[config.mk]
export PLATFORM = sky130hd
export DESIGN_NAME = pipeline_ctrl_flat
export DESIGN_NICKNAME = d
export VERILOG_FILES = /design/src/rtl/rv32i_types.sv /design/src/rtl/pipeline_ctrl_if.sv /design/src/rtl/sat_counter32.sv /design/src/rtl/pipeline_ctrl.sv /design/src/flat_wrapper.sv
export SDC_FILE = /design/constraint.sdc
export NUM_CORES = 1
export LEC_CHECK = 0
export CAP_MARGIN = 20
export CORE_UTILIZATION = 51
export DETAILED_ROUTE_END_ITERATION = 12
export PLACE_DENSITY = 0.89
export SLEW_MARGIN = 30
export SYNTH_ARGS = -nofsm -noshare
export SYNTH_HDL_FRONTEND = slang
export SYNTH_HIERARCHICAL = 1
export SYNTH_SLANG_ARGS = --single-unit
[constraint.sdc]
create_clock -name clk -period 2.8 [get_ports clk]
set_input_delay 0.84 -clock clk [delete_from_list [all_inputs] [get_ports clk]]
set_output_delay 0.84 -clock clk [all_outputs]
set_load 0.02 [all_outputs]
[src/rtl/rv32i_types.sv]
// rtl/rv32i_types.sv - shared RV32I types for the pipeline controller
package rv32i_types;

    typedef logic [4:0] rv32i_reg;

    typedef enum logic [1:0] {
        RUN      = 2'd0,
        MEM_WAIT = 2'd1,
        BUBBLE   = 2'd2
    } pipe_ctrl_state_t;

    // Pipeline-register enables and bubble flushes as one bundle
    typedef struct packed {
        logic load_pc;
        logic load_if_id;
        logic load_id_ex;
        logic load_ex_mem;
        logic load_mem_wb;
        logic flush_if_id;
        logic flush_id_ex;
    } pipe_ctl_t;

    localparam logic [31:0] CNT_MAX = 32'hFFFF_FFFF;

    // True when a source register is read and matches a nonzero load destination
    function automatic logic reg_hit(input logic uses, input rv32i_reg src, input rv32i_reg dst);
        return uses && (src == dst) && (dst != rv32i_reg'(0));
    endfunction

endpackage

[src/rtl/pipeline_ctrl_if.sv]
// rtl/pipeline_ctrl_if.sv - memory status, hazard and pipeline-control bundle
interface pipeline_ctrl_if;
    import rv32i_types::*;

    logic     imem_read;
    logic     imem_resp;
    logic     dmem_read;
    logic     dmem_write;
    logic     dmem_resp;
    logic     ex_mem_read;
    rv32i_reg ex_rd;
    rv32i_reg id_rs1;
    rv32i_reg id_rs2;
    logic     id_uses_rs1;
    logic     id_uses_rs2;
    logic     br_taken;

    logic     load_pc;
    logic     load_if_id;
    logic     load_id_ex;
    logic     load_ex_mem;
    logic     load_mem_wb;
    logic     flush_if_id;
    logic     flush_id_ex;

    modport master (
        output imem_read, imem_resp, dmem_read, dmem_write, dmem_resp,
        output ex_mem_read, ex_rd, id_rs1, id_rs2, id_uses_rs1, id_uses_rs2, br_taken,
        input  load_pc, load_if_id, load_id_ex, load_ex_mem, load_mem_wb,
        input  flush_if_id, flush_id_ex
    );

    modport slave (
        input  imem_read, imem_resp, dmem_read, dmem_write, dmem_resp,
        input  ex_mem_read, ex_rd, id_rs1, id_rs2, id_uses_rs1, id_uses_rs2, br_taken,
        output load_pc, load_if_id, load_id_ex, load_ex_mem, load_mem_wb,
        output flush_if_id, flush_id_ex
    );

endinterface

[src/rtl/sat_counter32.sv]
// rtl/sat_counter32.sv - 32-bit event counter with clear and saturation
module sat_counter32
    import rv32i_types::*;
(
    input  logic        clk,
    input  logic        rst,
    input  logic        en,
    input  logic        clr,
    output logic [31:0] cnt
);

    // Clear wins over increment; count sticks at all-ones
    always_ff @(posedge clk or negedge rst) begin
        if (!rst) begin
            cnt <= '0;
        end else if (clr) begin
            cnt <= '0;
        end else if (en && cnt != CNT_MAX) begin
            cnt <= cnt + 32'd1;
        end
    end

endmodule

[src/rtl/pipeline_ctrl.sv]
// rtl/pipeline_ctrl.sv - five-stage pipeline stall/flush controller
module pipeline_ctrl
    import rv32i_types::*;
(
    input  logic              clk,
    input  logic              rst,
    pipeline_ctrl_if.slave    bus,
    input  logic              clr_cnt,
    output pipe_ctrl_state_t  state_out,
    output logic [31:0]       stall_cnt,
    output logic [31:0]       bubble_cnt,
    output logic [31:0]       flush_cnt
);

    logic             mem_stall;
    logic             load_use;
    logic             do_flush;
    logic             do_bubble;
    pipe_ctl_t        ctl;
    pipe_ctrl_state_t state;

    // A simultaneous imem and dmem wait is still one freeze
    assign mem_stall = (bus.imem_read & ~bus.imem_resp)
                     | ((bus.dmem_read | bus.dmem_write) & ~bus.dmem_resp);

    // Loads into x0 never create a hazard
    assign load_use = bus.ex_mem_read
                    & (reg_hit(bus.id_uses_rs1, bus.id_rs1, bus.ex_rd)
                     | reg_hit(bus.id_uses_rs2, bus.id_rs2, bus.ex_rd));

    assign do_flush  = ~mem_stall & bus.br_taken;
    assign do_bubble = ~mem_stall & ~bus.br_taken & load_use;

    // Enables and flushes are combinational; everything is held off during reset
    always_comb begin
        ctl = '0;
        if (rst && !mem_stall) begin
            ctl.load_id_ex  = 1'b1;
            ctl.load_ex_mem = 1'b1;
            ctl.load_mem_wb = 1'b1;
            if (bus.br_taken) begin
                ctl.load_pc     = 1'b1;
                ctl.load_if_id  = 1'b1;
                ctl.flush_if_id = 1'b1;
                ctl.flush_id_ex = 1'b1;
            end else if (load_use) begin
                ctl.flush_id_ex = 1'b1;
            end else begin
                ctl.load_pc    = 1'b1;
                ctl.load_if_id = 1'b1;
            end
        end
    end

    assign bus.load_pc     = ctl.load_pc;
    assign bus.load_if_id  = ctl.load_if_id;
    assign bus.load_id_ex  = ctl.load_id_ex;
    assign bus.load_ex_mem = ctl.load_ex_mem;
    assign bus.load_mem_wb = ctl.load_mem_wb;
    assign bus.flush_if_id = ctl.flush_if_id;
    assign bus.flush_id_ex = ctl.flush_id_ex;

    // State records which action the controller took on the last edge
    always_ff @(posedge clk or negedge rst) begin
        if (!rst) begin
            state <= RUN;
        end else if (mem_stall) begin
            state <= MEM_WAIT;
        end else if (do_bubble) begin
            state <= BUBBLE;
        end else begin
            state <= RUN;
        end
    end

    assign state_out = state;

    sat_counter32 u_stall_cnt (
        .clk (clk),
        .rst (rst),
        .en  (mem_stall),
        .clr (clr_cnt),
        .cnt (stall_cnt)
    );

    sat_counter32 u_bubble_cnt (
        .clk (clk),
        .rst (rst),
        .en  (do_bubble),
        .clr (clr_cnt),
        .cnt (bubble_cnt)
    );

    sat_counter32 u_flush_cnt (
        .clk (clk),
        .rst (rst),
        .en  (do_flush),
        .clr (clr_cnt),
        .cnt (flush_cnt)
    );

endmodule

[src/flat_wrapper.sv]
// flat-port wrapper written by rule: the top's interface ports become plain ports
module pipeline_ctrl_flat import rv32i_types::*;
  (clk, rst, clr_cnt, state_out, stall_cnt, bubble_cnt, flush_cnt, bus_imem_read, bus_imem_resp, bus_dmem_read, bus_dmem_write, bus_dmem_resp, bus_ex_mem_read, bus_ex_rd, bus_id_rs1, bus_id_rs2, bus_id_uses_rs1, bus_id_uses_rs2, bus_br_taken, bus_load_pc, bus_load_if_id, bus_load_id_ex, bus_load_ex_mem, bus_load_mem_wb, bus_flush_if_id, bus_flush_id_ex);
  pipeline_ctrl_if bus_i ();
  input  logic clk;
  input  logic rst;
  input  logic clr_cnt;
  output pipe_ctrl_state_t state_out;
  output logic [31:0] stall_cnt;
  output logic [31:0] bubble_cnt;
  output logic [31:0] flush_cnt;
  input wire logic [$bits(bus_i.imem_read)-1:0] bus_imem_read;
  input wire logic [$bits(bus_i.imem_resp)-1:0] bus_imem_resp;
  input wire logic [$bits(bus_i.dmem_read)-1:0] bus_dmem_read;
  input wire logic [$bits(bus_i.dmem_write)-1:0] bus_dmem_write;
  input wire logic [$bits(bus_i.dmem_resp)-1:0] bus_dmem_resp;
  input wire logic [$bits(bus_i.ex_mem_read)-1:0] bus_ex_mem_read;
  input wire logic [$bits(bus_i.ex_rd)-1:0] bus_ex_rd;
  input wire logic [$bits(bus_i.id_rs1)-1:0] bus_id_rs1;
  input wire logic [$bits(bus_i.id_rs2)-1:0] bus_id_rs2;
  input wire logic [$bits(bus_i.id_uses_rs1)-1:0] bus_id_uses_rs1;
  input wire logic [$bits(bus_i.id_uses_rs2)-1:0] bus_id_uses_rs2;
  input wire logic [$bits(bus_i.br_taken)-1:0] bus_br_taken;
  output wire logic [$bits(bus_i.load_pc)-1:0] bus_load_pc;
  output wire logic [$bits(bus_i.load_if_id)-1:0] bus_load_if_id;
  output wire logic [$bits(bus_i.load_id_ex)-1:0] bus_load_id_ex;
  output wire logic [$bits(bus_i.load_ex_mem)-1:0] bus_load_ex_mem;
  output wire logic [$bits(bus_i.load_mem_wb)-1:0] bus_load_mem_wb;
  output wire logic [$bits(bus_i.flush_if_id)-1:0] bus_flush_if_id;
  output wire logic [$bits(bus_i.flush_id_ex)-1:0] bus_flush_id_ex;
  assign bus_i.imem_read = bus_imem_read;
  assign bus_i.imem_resp = bus_imem_resp;
  assign bus_i.dmem_read = bus_dmem_read;
  assign bus_i.dmem_write = bus_dmem_write;
  assign bus_i.dmem_resp = bus_dmem_resp;
  assign bus_i.ex_mem_read = bus_ex_mem_read;
  assign bus_i.ex_rd = bus_ex_rd;
  assign bus_i.id_rs1 = bus_id_rs1;
  assign bus_i.id_rs2 = bus_id_rs2;
  assign bus_i.id_uses_rs1 = bus_id_uses_rs1;
  assign bus_i.id_uses_rs2 = bus_id_uses_rs2;
  assign bus_i.br_taken = bus_br_taken;
  assign bus_load_pc = bus_i.load_pc;
  assign bus_load_if_id = bus_i.load_if_id;
  assign bus_load_id_ex = bus_i.load_id_ex;
  assign bus_load_ex_mem = bus_i.load_ex_mem;
  assign bus_load_mem_wb = bus_i.load_mem_wb;
  assign bus_flush_if_id = bus_i.flush_if_id;
  assign bus_flush_id_ex = bus_i.flush_id_ex;
  pipeline_ctrl u_core (.clk(clk), .rst(rst), .bus(bus_i), .clr_cnt(clr_cnt), .state_out(state_out), .stall_cnt(stall_cnt), .bubble_cnt(bubble_cnt), .flush_cnt(flush_cnt));
endmodule
==> summary.md <==
| Metric | Value |
|---|---|
| Run status | finished, violations left |
| Failing checks | negative setup slack |
| TritonCTS Buffers | 9 |
| Most frequent CP cell | buf_4 |
| H-tree depth | 3 |
| Chip height | 109.1 µm |
| Pleak | 3.295 nW |
| Total track usage | 0.2773 |
| DR vias | 5780 |
| IO Pins | 132 |
| Die area | 11890 µm² |
| Crit path launch type | input pin |
| Share of layout cells above drive strength 1 | 0.2096 |
| Post-Synthesis Net Count | 658 |
| Fmax | 0.3341 GHz |
| Critical path cell sequence | buf_8 > xor2_2 > nor4_2 > a32oi_2 > buf_4 > buf_6 > o21bai_1 > buf_4 |
| Critical path's top delay family | buffers and inverters |
| Cells after Synth | 628 |
| Die width | 109.1 µm |
| Buffers plus inverters on the worst setup path | 4 |
| Worst path arrival time | 2.15 ns |
| Sequential fraction of the synthesis area | 0.4195 |
| Final worst setup slack | -0.1927 ns |
| Initial DRC count | 460 |
| Wire per inst | 17.98 µm |
| Unrepaired setup endpoints after global routing | true |
| Most used DFF post-synth | dfrtp_1 |
| Post-route ant nets | 0 |
| Core area | 10980 µm² |
| Fin crit share | 1.069 |
| Setup Skew | 0.007017 ns |
| Synth unique cells | 49 |
| Vias in the first global route | 5497 |
| Power Total | 0.003138 W |
| Initial core utilization | 0.5322 |
| Rows | 38 |
| Fin Hold WS | 0.5519 ns |
| VDD IR-drop max | 0.0002544 V |
| Seq cells post-synth | 98 |
| FF/Latch Area | 2452 µm² |
| Fillers | 758 |
| Post-layout min period | 2.993 ns |
| Root Buffer | clkbuf_16 |
| Final Util | 0.7420 |
| TritonCTS clock tree | done |
| Placer Congestion | 0.8650 |
| Longest Clk Path Bufs | 2 |
| CP Max Fanout | 3 |
| Syn-to-layout area delta | 39.41% |
| Worst hold path type | in -> async |
| Slew Limit Fails | 0 |
| Port bufs | 131 |
| Diode count | 0 |
| Endpoints failing setup | 14 |
| Initial antenna violation count | 0 |
| Final WL | 16760 µm |
| Max-cap violation count | 0 |
| Slew margin rel. | 0.3809 |
| Post-route cell area | 8149 µm² |
| Synthesized area | 5846 µm² |
| Worst-path clk slew | 0.07 ns |
| Crit Path Class | in -> out |
| Syn_area_per_cell | 9.308 µm² |
| Largest net degree at the start of global routing | 62 |
| Post-synth EDFFs | 0 |
| Via density | 6.202 |
| Worst-Margin Slew | 0.9211 ns |
| Clock latency on the worst-skew pair | 0.35 ns |
| Slowest stage delay, CP | 0.30 ns |
| Yosys warns | 6 |
| Final hold vios | 0 |
| Slowest CP cell | nor4_2 |
| Nets | 817 |
| DP Wirelength | 11110 µm |
| Multi-input logic area | 3470 µm² |
| CTS Sinks | 98 |
| Ys async rst share | 1.000 |
| Cell Pwr Density | 385.1 nW/µm² |
| Drt pass-1 iters | 5 |
| CP required | 1.96 ns |
| Crit. End Element | output port |
| Placement Cell Area | 7532 µm² |
| Overflow after GRT | 0 |
| DRC | 0 |
| First-pass GRT wire length | 26160 µm |
[flip-flops by register name, indices dropped and copies added (netlist names)]
register and cells:
u_core/u_bubble_cnt/cnt 32, u_core/u_flush_cnt/cnt 32, u_core/u_stall_cnt/cnt 32, u_core/state_out 2
[layout make-up]
class | count | share of cell area
Clock buffer | 11 | 0.03101
Tap cell | 140 | 0.02150
Inverter | 24 | 0.01105
Timing Repair Buffer | 171 | 0.1975
Clock inverter | 5 | 0.01228
Sequential cell | 98 | 0.3009
Multi-Input combinational cell | 483 | 0.4258
[worst reg2reg max path, stage by stage (launching register included)]
cell     delay, ns
dfrtp_1       0.43
ha_1          0.28
nand4_1       0.29
nor4_2        0.54
a31oi_4       0.17
buf_4         0.21
nand3_1       0.09
mux2_2        0.33
[cells in the mapped netlist (6+ instances only)]
cell type / number / area share
nand2_1: 33 / 0.021
inv_1: 24 / 0.015
nor4_1: 15 / 0.016
buf_2: 6 / 0.0051
nor3_1: 13 / 0.011
clkbuf_1: 12 / 0.0077
buf_4: 6 / 0.0077
nand2b_1: 6 / 0.0064
or4_1: 9 / 0.012
nand4_1: 18 / 0.019
o31ai_1: 9 / 0.012
o21ai_0: 12 / 0.010
nand3_1: 36 / 0.031
a31o_2: 6 / 0.0090
nor4_2: 7 / 0.015
dfrtp_1: 98 / 0.42
and2_1: 9 / 0.0096
xor2_1: 17 / 0.025
nor2b_1: 18 / 0.019
a21oi_1: 33 / 0.028
xnor2_1: 32 / 0.048
and3_1: 21 / 0.022
a211oi_1: 15 / 0.019
nor2_1: 81 / 0.052
a21o_1: 9 / 0.012
or3_1: 16 / 0.017
mux2_2: 15 / 0.029
[where the power goes]
part	total, W	switching [W]	internal (W)
clock	0.00146	0.000540	0.000919
combinational	0.000244	0.000142	0.000102
sequential	0.00143	0.0000115	0.00142
[per-stage QoR]
| step | setup TNS, ns | worst slack (ns) | instances |
|---|---|---|---|
| global route | -3.299 | -0.2657 | 932 |
| detailed placement | -41.79 | -0.9877 | 909 |
| global placement | -35.14 | -0.8451 | 909 |
| finish | -1.802 | -0.1927 | 932 |
| floorplan | -2.969 | -0.3007 | 628 |
| CTS | -2.120 | -0.1976 | 929 |
[cells in the final DEF (no fill, tap or decap), types with 15 or more instances in the layout]
cell type / netlist / layout
buf_4: 6 / 36
a21oi_1: 33 / 27
nor2b_1: 18 / 18
dfrtp_1: 98 / 98
nor2_1: 81 / 79
nand2_1: 33 / 33
xnor2_1: 32 / 31
nand3_1: 36 / 34
nand4_1: 18 / 18
and3_1: 21 / 19
clkdlybuf4s50_1: 0 / 100
inv_1: 24 / 22
xor2_1: 17 / 15
[routing by layer]
metal | track usage | share of wire | wire length (µm) | vias up
met4 | 0.09749 | 0.020 | 341 | 0
li1 | - | - | - | 2587
met1 | 0.3570 | 0.40 | 6749 | 2848
met3 | 0.04363 | 0.068 | 1138 | 42
met5 | 0 | 0 | 0 | -
met2 | 0.4712 | 0.51 | 8528 | 303
[worst paths after layout]
path	cells past startpoint	from	end	slack (ns)
hold / removal	2	rst	u_core/u_stall_cnt/cnt[30]$_DFFE_PN0P_	0.55
setup / recovery	8	bus_id_rs1[2]	bus_flush_id_ex	-0.19
min in group clk	2	u_core/u_stall_cnt/cnt[25]$_DFFE_PN0P_	u_core/u_stall_cnt/cnt[25]$_DFFE_PN0P_	0.61
hold reg to reg	2	u_core/u_stall_cnt/cnt[25]$_DFFE_PN0P_	u_core/u_stall_cnt/cnt[25]$_DFFE_PN0P_	0.61
setup reg to reg	7	u_core/u_bubble_cnt/cnt[0]$_DFFE_PN0P_	u_core/u_bubble_cnt/cnt[6]$_DFFE_PN0P_	0.34
max in group asynchronous	3	rst	u_core/u_flush_cnt/cnt[26]$_DFFE_PN0P_	1.06
[cells by family (layout without fill, tap and decap cells)]
group | Yosys count | after routing | synth area share
xor+xnor | 49 | 49 | 0.07342
simple gates | 308 | 308 | 0.3024
buf+inv | 48 | 211 | 0.03596
fa+ha+maj | 3 | 3 | 0.006422
compound gates | 101 | 102 | 0.1205
flops | 98 | 98 | 0.4195
mux | 21 | 21 | 0.04174
[what timing repair did]
item,4_1_cts,5_1_grt
setup endpoints to repair,61,41
hold endpoints to repair,0,0
resized for setup,104,43
cloned,1,1
hold buffers,0,0
buffers inserted,3,3
pin swaps,21,19
Power figures use the tool's default switching activity.
